[src/rtl/spi_mstr_burst.sv]
// spi_mstr_burst: parametrised SPI master (mode 3) issuing bursts of identical frames.
// Optional macro SPI_MODE0_EN adds a spi_mode input selecting SPI mode 0 (SCLK idle low).
module spi_mstr_burst #(
    parameter int DATA_W        = 16,
    parameter int SCLK_DIV_LOG2 = 5,
    parameter int BP_CYC        = 16,
    parameter int GAP_CYC       = 32,
    parameter int FRM_W         = 2
) (
    input  logic              clk,
    input  logic              rst_n,
    input  logic              wrt,
    input  logic [DATA_W-1:0] cmd,
    input  logic [FRM_W-1:0]  num_frm,
    output logic              done,
    output logic              busy,
    output logic [DATA_W-1:0] rd_data,
    output logic              SCLK,
    output logic              SS_n,
    output logic              MOSI,
    input  logic              MISO
`ifdef SPI_MODE0_EN
    ,
    input  logic              spi_mode
`endif
);
    localparam int CW = SCLK_DIV_LOG2;
    localparam int BW = $clog2(DATA_W);
    localparam int TW = $clog2(BP_CYC + GAP_CYC + 1);
    localparam logic [CW-1:0] HALF    = {1'b1, {(CW-1){1'b0}}};
    localparam logic [CW-1:0] HALF_M1 = {1'b0, {(CW-1){1'b1}}};

    typedef enum logic [2:0] {IDLE, FRONT, XFER, BACK, GAP} state_t;

    state_t            state_q, state_d;
    logic [CW-1:0]     cnt_q, cnt_d;
    logic [BW-1:0]     bit_q, bit_d;
    logic [DATA_W-2:0] sr_q, sr_d;
    logic [DATA_W-1:0] sh_q, sh_d;
    logic [DATA_W-1:0] rd_q, rd_d;
    logic [DATA_W-1:0] cmd_q, cmd_d;
    logic [TW-1:0]     tmr_q, tmr_d;
    logic [FRM_W-1:0]  frm_q, frm_d;
    logic              mode_q, mode_d;
    logic              ss_q, ss_d;
    logic              done_q, done_d;
    logic              busy_q, busy_d;
    logic              mode_in;

`ifdef SPI_MODE0_EN
    assign mode_in = spi_mode;
`else
    assign mode_in = 1'b0;
`endif

    // SCLK is the counter MSB: the counter is parked at HALF (mode 3) or 0 (mode 0) when idle
    assign SCLK    = cnt_q[CW-1];
    assign SS_n    = ss_q;
    assign MOSI    = sh_q[DATA_W-1];
    assign done    = done_q;
    assign busy    = busy_q;
    assign rd_data = rd_q;

    // Next-state logic: frame sequencing, SCLK timing, MOSI/MISO shifting, burst bookkeeping
    always_comb begin
        state_d = state_q;
        cnt_d   = cnt_q;
        bit_d   = bit_q;
        sr_d    = sr_q;
        sh_d    = sh_q;
        rd_d    = rd_q;
        cmd_d   = cmd_q;
        tmr_d   = tmr_q;
        frm_d   = frm_q;
        mode_d  = mode_q;
        ss_d    = ss_q;
        done_d  = done_q;
        busy_d  = busy_q;
        case (state_q)
            IDLE: begin
                cnt_d = mode_in ? '0 : HALF;
                if (wrt) begin
                    state_d = FRONT;
                    cmd_d   = cmd;
                    mode_d  = mode_in;
                    frm_d   = (num_frm == '0) ? FRM_W'(1) : num_frm;
                    sh_d    = cmd;
                    bit_d   = '0;
                    ss_d    = 1'b0;
                    done_d  = 1'b0;
                    busy_d  = 1'b1;
                end
            end
            FRONT: begin
                cnt_d = cnt_q + 1'b1;
                if (mode_q || &cnt_q) state_d = XFER;
            end
            XFER: begin
                cnt_d = cnt_q + 1'b1;
                if (cnt_q == HALF_M1) begin
                    sr_d  = {sr_q[DATA_W-3:0], MISO};
                    bit_d = bit_q + 1'b1;
                    if (bit_q == BW'(DATA_W - 1)) begin
                        state_d = BACK;
                        rd_d    = {sr_q, MISO};
                        tmr_d   = '0;
                    end
                end else if (&cnt_q) begin
                    sh_d = {sh_q[DATA_W-2:0], 1'b0};
                end
            end
            BACK: begin
                if (mode_q && cnt_q[CW-1]) cnt_d = cnt_q + 1'b1;
                tmr_d = tmr_q + 1'b1;
                if (tmr_q == TW'(BP_CYC - 1)) begin
                    ss_d = 1'b1;
                    sh_d = '0;
                    if (frm_q != FRM_W'(1)) begin
                        state_d = GAP;
                        frm_d   = frm_q - 1'b1;
                    end
                end
                if (tmr_q == TW'(BP_CYC)) begin
                    state_d = IDLE;
                    frm_d   = frm_q - 1'b1;
                    done_d  = 1'b1;
                    busy_d  = 1'b0;
                end
            end
            GAP: begin
                tmr_d = tmr_q + 1'b1;
                if (tmr_q == TW'(BP_CYC + GAP_CYC - 1)) begin
                    state_d = FRONT;
                    ss_d    = 1'b0;
                    sh_d    = cmd_q;
                    bit_d   = '0;
                end
            end
            default: state_d = IDLE;
        endcase
    end

    // State and datapath registers with asynchronous abort to idle
    always_ff @(posedge clk or negedge rst_n) begin
        if (!rst_n) begin
            state_q <= IDLE;
            cnt_q   <= HALF;
            bit_q   <= '0;
            sr_q    <= '0;
            sh_q    <= '0;
            rd_q    <= '0;
            cmd_q   <= '0;
            tmr_q   <= '0;
            frm_q   <= '0;
            mode_q  <= 1'b0;
            ss_q    <= 1'b1;
            done_q  <= 1'b0;
            busy_q  <= 1'b0;
        end else begin
            state_q <= state_d;
            cnt_q   <= cnt_d;
            bit_q   <= bit_d;
            sr_q    <= sr_d;
            sh_q    <= sh_d;
            rd_q    <= rd_d;
            cmd_q   <= cmd_d;
            tmr_q   <= tmr_d;
            frm_q   <= frm_d;
            mode_q  <= mode_d;
            ss_q    <= ss_d;
            done_q  <= done_d;
            busy_q  <= busy_d;
        end
    end
endmodule

[config.mk]
export PLATFORM = sky130hd
export DESIGN_NAME = spi_mstr_burst
export DESIGN_NICKNAME = d
export VERILOG_FILES = /design/src/rtl/spi_mstr_burst.sv
export SDC_FILE = /design/constraint.sdc
export NUM_CORES = 1
export LEC_CHECK = 0
export BUFFER_PORTS_ARGS = -buffer_cell sky130_fd_sc_hd__buf_2
export CORE_MARGIN = 4
export CORE_UTILIZATION = 63
export CTS_CLUSTER_DIAMETER = 150
export CTS_CLUSTER_SIZE = 25
export DETAILED_ROUTE_END_ITERATION = 10
export PLACE_DENSITY = 0.82
export SLEW_MARGIN = 20
export SYNTH_ARGS = -nofsm -noshare
export SYNTH_HDL_FRONTEND = slang
export SYNTH_SLANG_ARGS = --single-unit
[constraint.sdc]
create_clock -name clk -period 3.8 [get_ports clk]
set_clock_uncertainty 0.05 [all_clocks]
set_input_delay 0.19 -clock clk [delete_from_list [all_inputs] [get_ports clk]]
set_output_delay 0.19 -clock clk [all_outputs]
set_load 0.05 [all_outputs]
## Word level (Yosys, flattened, before mapping)

Cells that the tools add are included.

- Bits in registers: 86
- Logic and storage cells: 98
- Output and inout bits: 21

- Equality and inequality tests: 21
- Mux-type cells: 38
- Reductions and logical operators: 22
- Add/subtract/negate cells: 4
- Bitwise logic cells: 1

Operator list:

| operator | number |
|---|---|
| 16-bit 2-to-1 mux | 5 |
| 16-bit case mux with 4 select lines | 1 |
| 3-bit 2-to-1 mux | 8 |
| 2-bit != test (second input constant) | 9 |
| 3-bit case mux with 5 select lines | 1 |
| 4-bit 2-to-1 mux | 3 |
| 6-bit 2-to-1 mux | 2 |
| 4-bit case mux with 3 select lines | 1 |
| 6-bit case mux with 2 select lines | 1 |
| 4-bit AND reduction | 3 |
| 2-bit 2-to-1 mux | 5 |
| 5-bit case mux with 2 select lines | 1 |
| 3-bit AND reduction | 3 |
| 3-bit nonzero test | 3 |
| 7-bit AND reduction | 1 |
| 6-bit by 1-bit adder with 6-bit output (second input constant) | 1 |
| 3-bit by 2-bit == test with 1-bit output (second input constant) | 2 |
| 6-bit by 4-bit == test with 1-bit output (second input constant) | 1 |
| 6-bit by 5-bit == test with 1-bit output (second input constant) | 1 |
| 6-bit == test (second input constant) | 1 |
| 1-bit 2-to-1 mux | 6 |
| 3-bit != test (second input constant) | 2 |
| 2-bit AND reduction | 3 |
| 6-bit AND reduction | 1 |
| 18 further kinds | 21 |

## Depth between registers and ports, before layout

- Word-level depth: 5
- Depth in mapped cells: 8
- Gate-level depth less buffers: 7

## Least setup slack after synthesis

No wires, ideal clock.

- Path kind: register to register
- Start: register cnt_q[4]
- End: register sh_q[10]
- Stages on the path, launching flop included: 8
- Arrival time: 2.131 ns
- Library setup time: 0.125 ns
- Path slack: 1.494 ns
- Buffers on the path: 1
- Cell sequence: dfstp_2 > inv_1 > ha_1 > nor2b_1 > o211ai_1 > a211oi_4 > buf_12 > mux2_4

- Cells in the longest elaborated chain, start to end: 3
- Elaborated cells on any way between the ends: 5

Ends and longest elaborated chain:

| what | line | source |
|---|---|---|
| from (decl) | 36 | `logic [CW-1:0] cnt_q, cnt_d;` |
| from (signal assigned) | 161 | `cnt_q <= cnt_d;` |
| 5-bit by 4-bit == test with 1-bit output / 5-bit AND reduction (equally long branches) | 100, 108 |  |
| 2-bit != test (no source line) | - |  |
| 6-bit AND reduction (no source line) * | - |  |
| to (signal assigned) | 150 | `sh_q <= '0;` |
| to (signal assigned) | 164 | `sh_q <= sh_d;` |
| to (decl) | 39 | `logic [DATA_W-1:0] sh_q, sh_d;` |

Every way passes the cells marked *; elsewhere a longest branch is shown, timed or not.
A chain may end at the register's enable or synchronous reset.

## Worst setup path after layout

- Start: register state_q[1]
- End: register rd_q[11] (netlist: rd_data[11])

- Cells in the longest elaborated chain, start to end: 2

Ends and longest elaborated chain:

| what | line | source |
|---|---|---|
| from (decl) | 35 | `state_t state_q, state_d;` |
| from (signal assigned) | 160 | `state_q <= state_d;` |
| 3-bit by 2-bit == test with 1-bit output | 79 | `case (state_q)` |
| 3-bit AND reduction (no source line) | - |  |
| to (signal assigned) | 165 | `rd_q <= rd_d;` |
| to (decl) | 40 | `logic [DATA_W-1:0] rd_q, rd_d;` |

No other way between the ends.

==> qor.csv <==
stage,metric,value,unit
status,status,completed,
global_route,Tot GR Track Use,0.2189,
placement,Final GP Congestion,0.8431,
route,via count,3159,
logic_synthesis,mapped cell area,4252,um^2
pwr,Max VDD drop,0.3001,mV
floorplan,initial core utilization,0.6583,
logic_synthesis,Post-synth top flop,dfrtp_1,
route,DRT Wirelength,8426,um
worst_setup_path,Slowest cell on crit path,dfrtp_1,
placement,port bufs,42,
floorplan,Die Span Y,90.15,um
clocking,htree depth,3,
worst_setup_path,Setup crit end kind,flop,
logic_synthesis,synth top area cells,"dfrtp_1 49%, mux2_2 10%, nand2_1 7.6%",
global_route,largest net degree at the start of global routing,87,
timing,"Slew Viols, Final",0,
min_path,HP Start,cmd[4],
floorplan,Rows,29,
logic_synthesis,register area share after synthesis,0.5068,
worst_setup_path,Setup crit start kind,flop,
floorplan,I/O Pins,43,
clocking,TritonCTS Sinks,86,
clocking,Root Buffer,clkbuf_8,
layout,Filler cells,443,
global_route,first-pass GRT wire length,14510,um
timing,RSZ-0062 raised after global routing,false,
clocking,clk_lat worst skew,0.36,ns
timing,# setup viols final,0,
clocking,Worst-path clk slew,0.09,ns
route,post-route ant nets,0,
worst_setup_path,crit path cell chain,nor2b_1 -> nand3_1 -> nor2_2 -> mux2_2,
layout,n_diodes,0,
timing,fin crit share,0.6425,
route,first drt pass iteration count,4,
pwr,P per Cell Area,359.8,nW/um^2
worst_setup_path,Critical Path Fanout Max,22,
logic_synthesis,Ys Warns,0,
floorplan,core area,6459,um^2
logic_synthesis,Synth area leader,dfrtp_1,
logic_synthesis,Async SR Flop Fraction,1.000,
timing,total negative setup slack,0,ns
route,initial detailed-routing violation count,233,
timing,Worst-Margin Slew,0.7799,ns
timing,final hold viol count,0,
worst_setup_path,"Data required, critical path",4.00,ns
worst_setup_path,critical setup path kind,reg2reg,
layout,layout cells sized above 1,0.2821,
flow_run,Max Cap Violations,0,
worst_setup_path,crit path launch,state_q[1]$_DFFE_PN0P_,
logic_synthesis,Mean Syn Cell Area,10.85,um^2
logic_synthesis,post-synth top area share,0.4944,
worst_setup_path,reg2reg start,state_q[1]$_DFFE_PN0P_,
worst_setup_path,"Buf+Inv Stages, Crit Path",0,
clocking,CTS tree,yes,
route,WL/cell,16.42,um
floorplan,DIE AREA,8127,um^2
timing,slew margin rel.,0.4795,
global_route,vias in the first global route,3041,
clocking,Num CTS Buffers,9,
pwr,leakage,2.395,nW
logic_synthesis,Synth cell types,55,
min_path,Worst Hold Class,in2reg,
logic_synthesis,register bit total from synthesis,86,
logic_synthesis,cell count after synthesis,392,
timing,minimum hold slack,0.009799,ns
floorplan,chip width,90.15,um
worst_setup_path,crit path DAT,2.64,ns
timing,fin crit period,2.441,ns
worst_setup_path,max incr delay on CP,0.75,ns
global_route,gr ovfl total,0,
global_route,initial antenna violation count,0,
worst_setup_path,CP top delay family,simple AND/OR/NAND/NOR gates,
route,via density per instance,6.158,
layout,"Area growth, synth to finish",12.15,%
route,DRC viols,0,
layout,post-layout net count,460,
timing,Highest Clock Rate,409.6,MHz
clocking,Bufs on Longest Clock Path,2,
placement,DP HPWL,5504,um
logic_synthesis,Syn Nets,421,
logic_synthesis,"EDFF count, synth",0,
## sequential cells by signal (all words and copies together), names as in the netlist
name and flops:
busy 1, frm_q 2, sr_q 15, state_q 3, tmr_q 6, done 1
cnt_q 5, sh_q 16, SS_n 1, rd_data 16, bit_q 4, cmd_q 16
## layout by cell type, fill, tap and decap left out, types with 2 or more instances in the layout
cell type / count
inv_1: 9
or3_1: 2
a21boi_0: 2
xnor2_1: 2
mux2_4: 10
nor3_1: 2
and3b_1: 2
buf_2: 41
nor2_1: 9
buf_4: 5
nor2b_1: 4
o2bb2ai_1: 2
nand3b_1: 2
a41oi_1: 2
bufinv_16: 2
inv_6: 2
o21ai_0: 7
nand4_1: 2
dfstp_2: 2
a31oi_1: 17
nand2b_1: 2
a31o_2: 2
mux2i_1: 5
nand2_1: 86
mux2_2: 39
a221oi_1: 15
o21a_1: 2
a22o_1: 4
ha_1: 7
and3_1: 3
dfrtp_1: 84
clkbuf_8: 9
dlygate4sd3_1: 7
maj3_1: 2
a21oi_1: 9
o211ai_1: 3
nand3_1: 8
a32o_1: 2
## per-stage QoR
stage | total power (W) | setup slack, ns | util | std cells | cell area, um^2
4_1_cts | 0.001725 | 1.354 | 0.7377 | 513 | 4765
6_report | 0.001716 | 1.359 | 0.7383 | 513 | 4768
3_5_place_dp | 0.001002 | 1.361 | 0.6918 | 490 | 4468
5_1_grt | 0.001777 | 1.202 | 0.7383 | 513 | 4768
2_1_floorplan | 0.0009639 | 1.494 | - | 392 | 4252
3_3_place_gp | 0.0009997 | 1.427 | 0.6918 | 490 | 4468
## worst paths after layout
path / to / slack (ns) / cells after the start
worst max-delay path: rd_data[11]$_DFFE_PN0P_ / 1.36 / 4
worst min-delay path: cmd_q[4]$_DFFE_PN0P_ / 0.01 / 3
max in group asynchronous: frm_q[0]$_DFFE_PN0P_ / 2.79 / 2
worst min register to register: cmd_q[13]$_DFFE_PN0P_ / 0.43 / 2
worst max register to register: rd_data[11]$_DFFE_PN0P_ / 1.36 / 4
min in group asynchronous: cmd_q[4]$_DFFE_PN0P_ / 0.39 / 2
## final cells by class
cell class                 instances  area, um^2  share of cell area
tap                               77       96.34             0.02020
sequential                        86        2155              0.4519
multi-input combinational        271        1933              0.4054
clock inverter                     7       102.6             0.02152
clock buffer                       9       123.9             0.02598
timing repair buffer              54       324.1             0.06796
inverter                           9       33.78            0.007085
## cell families after synthesis
kind of cell	Yosys count	share of synthesized area
simple gates	131	0.1410
mux	54	0.1504
compound gates	75	0.1324
fa+ha+maj	9	0.02531
flops	86	0.5068
buf+inv	35	0.04002
xor+xnor	2	0.004121
## synth_stat cells (5+ instances only)
library cell,instances
mux2_2,39
nand2_1,86
a221oi_1,15
o21ai_0,7
a21oi_1,9
nand3_1,8
clkbuf_1,11
inv_1,9
a31oi_1,17
mux2_4,10
mux2i_1,5
dfrtp_1,84
ha_1,7
buf_2,9
nor2_1,9
## layer usage
metal / global-route usage / part of all wire / vias up
met5: 0 / 0 / -
met4: 0.08929 / 0.014 / 0
met3: 0.04174 / 0.048 / 8
met2: 0.3491 / 0.49 / 79
met1: 0.2959 / 0.45 / 1587
li1: - / - / 1485
## worst reg2reg max path, cell delays in order, from the launching register on
cell and delay [ns]:
dfrtp_1 0.75, nor2b_1 0.29, nand3_1 0.17, nor2_2 0.65, mux2_2 0.42
## what timing repair did
action | in CTS | in global routing
resized for setup | 0 | 0
hold buffers | 7 | 0
buffers inserted | 0 | 0
setup endpoints to repair | 0 | 0
endpoints found under the hold margin | 18 | 0
## where the power goes
part / total, W / leakage (nW) / internal [W] / switching [W]
clock: 0.000726 / 0.116 / 0.000380 / 0.000347
combinational: 0.0000574 / 1.14 / 0.0000212 / 0.0000361
sequential: 0.000932 / 1.14 / 0.000925 / 0.00000648
(Power assumes the default switching activity.)
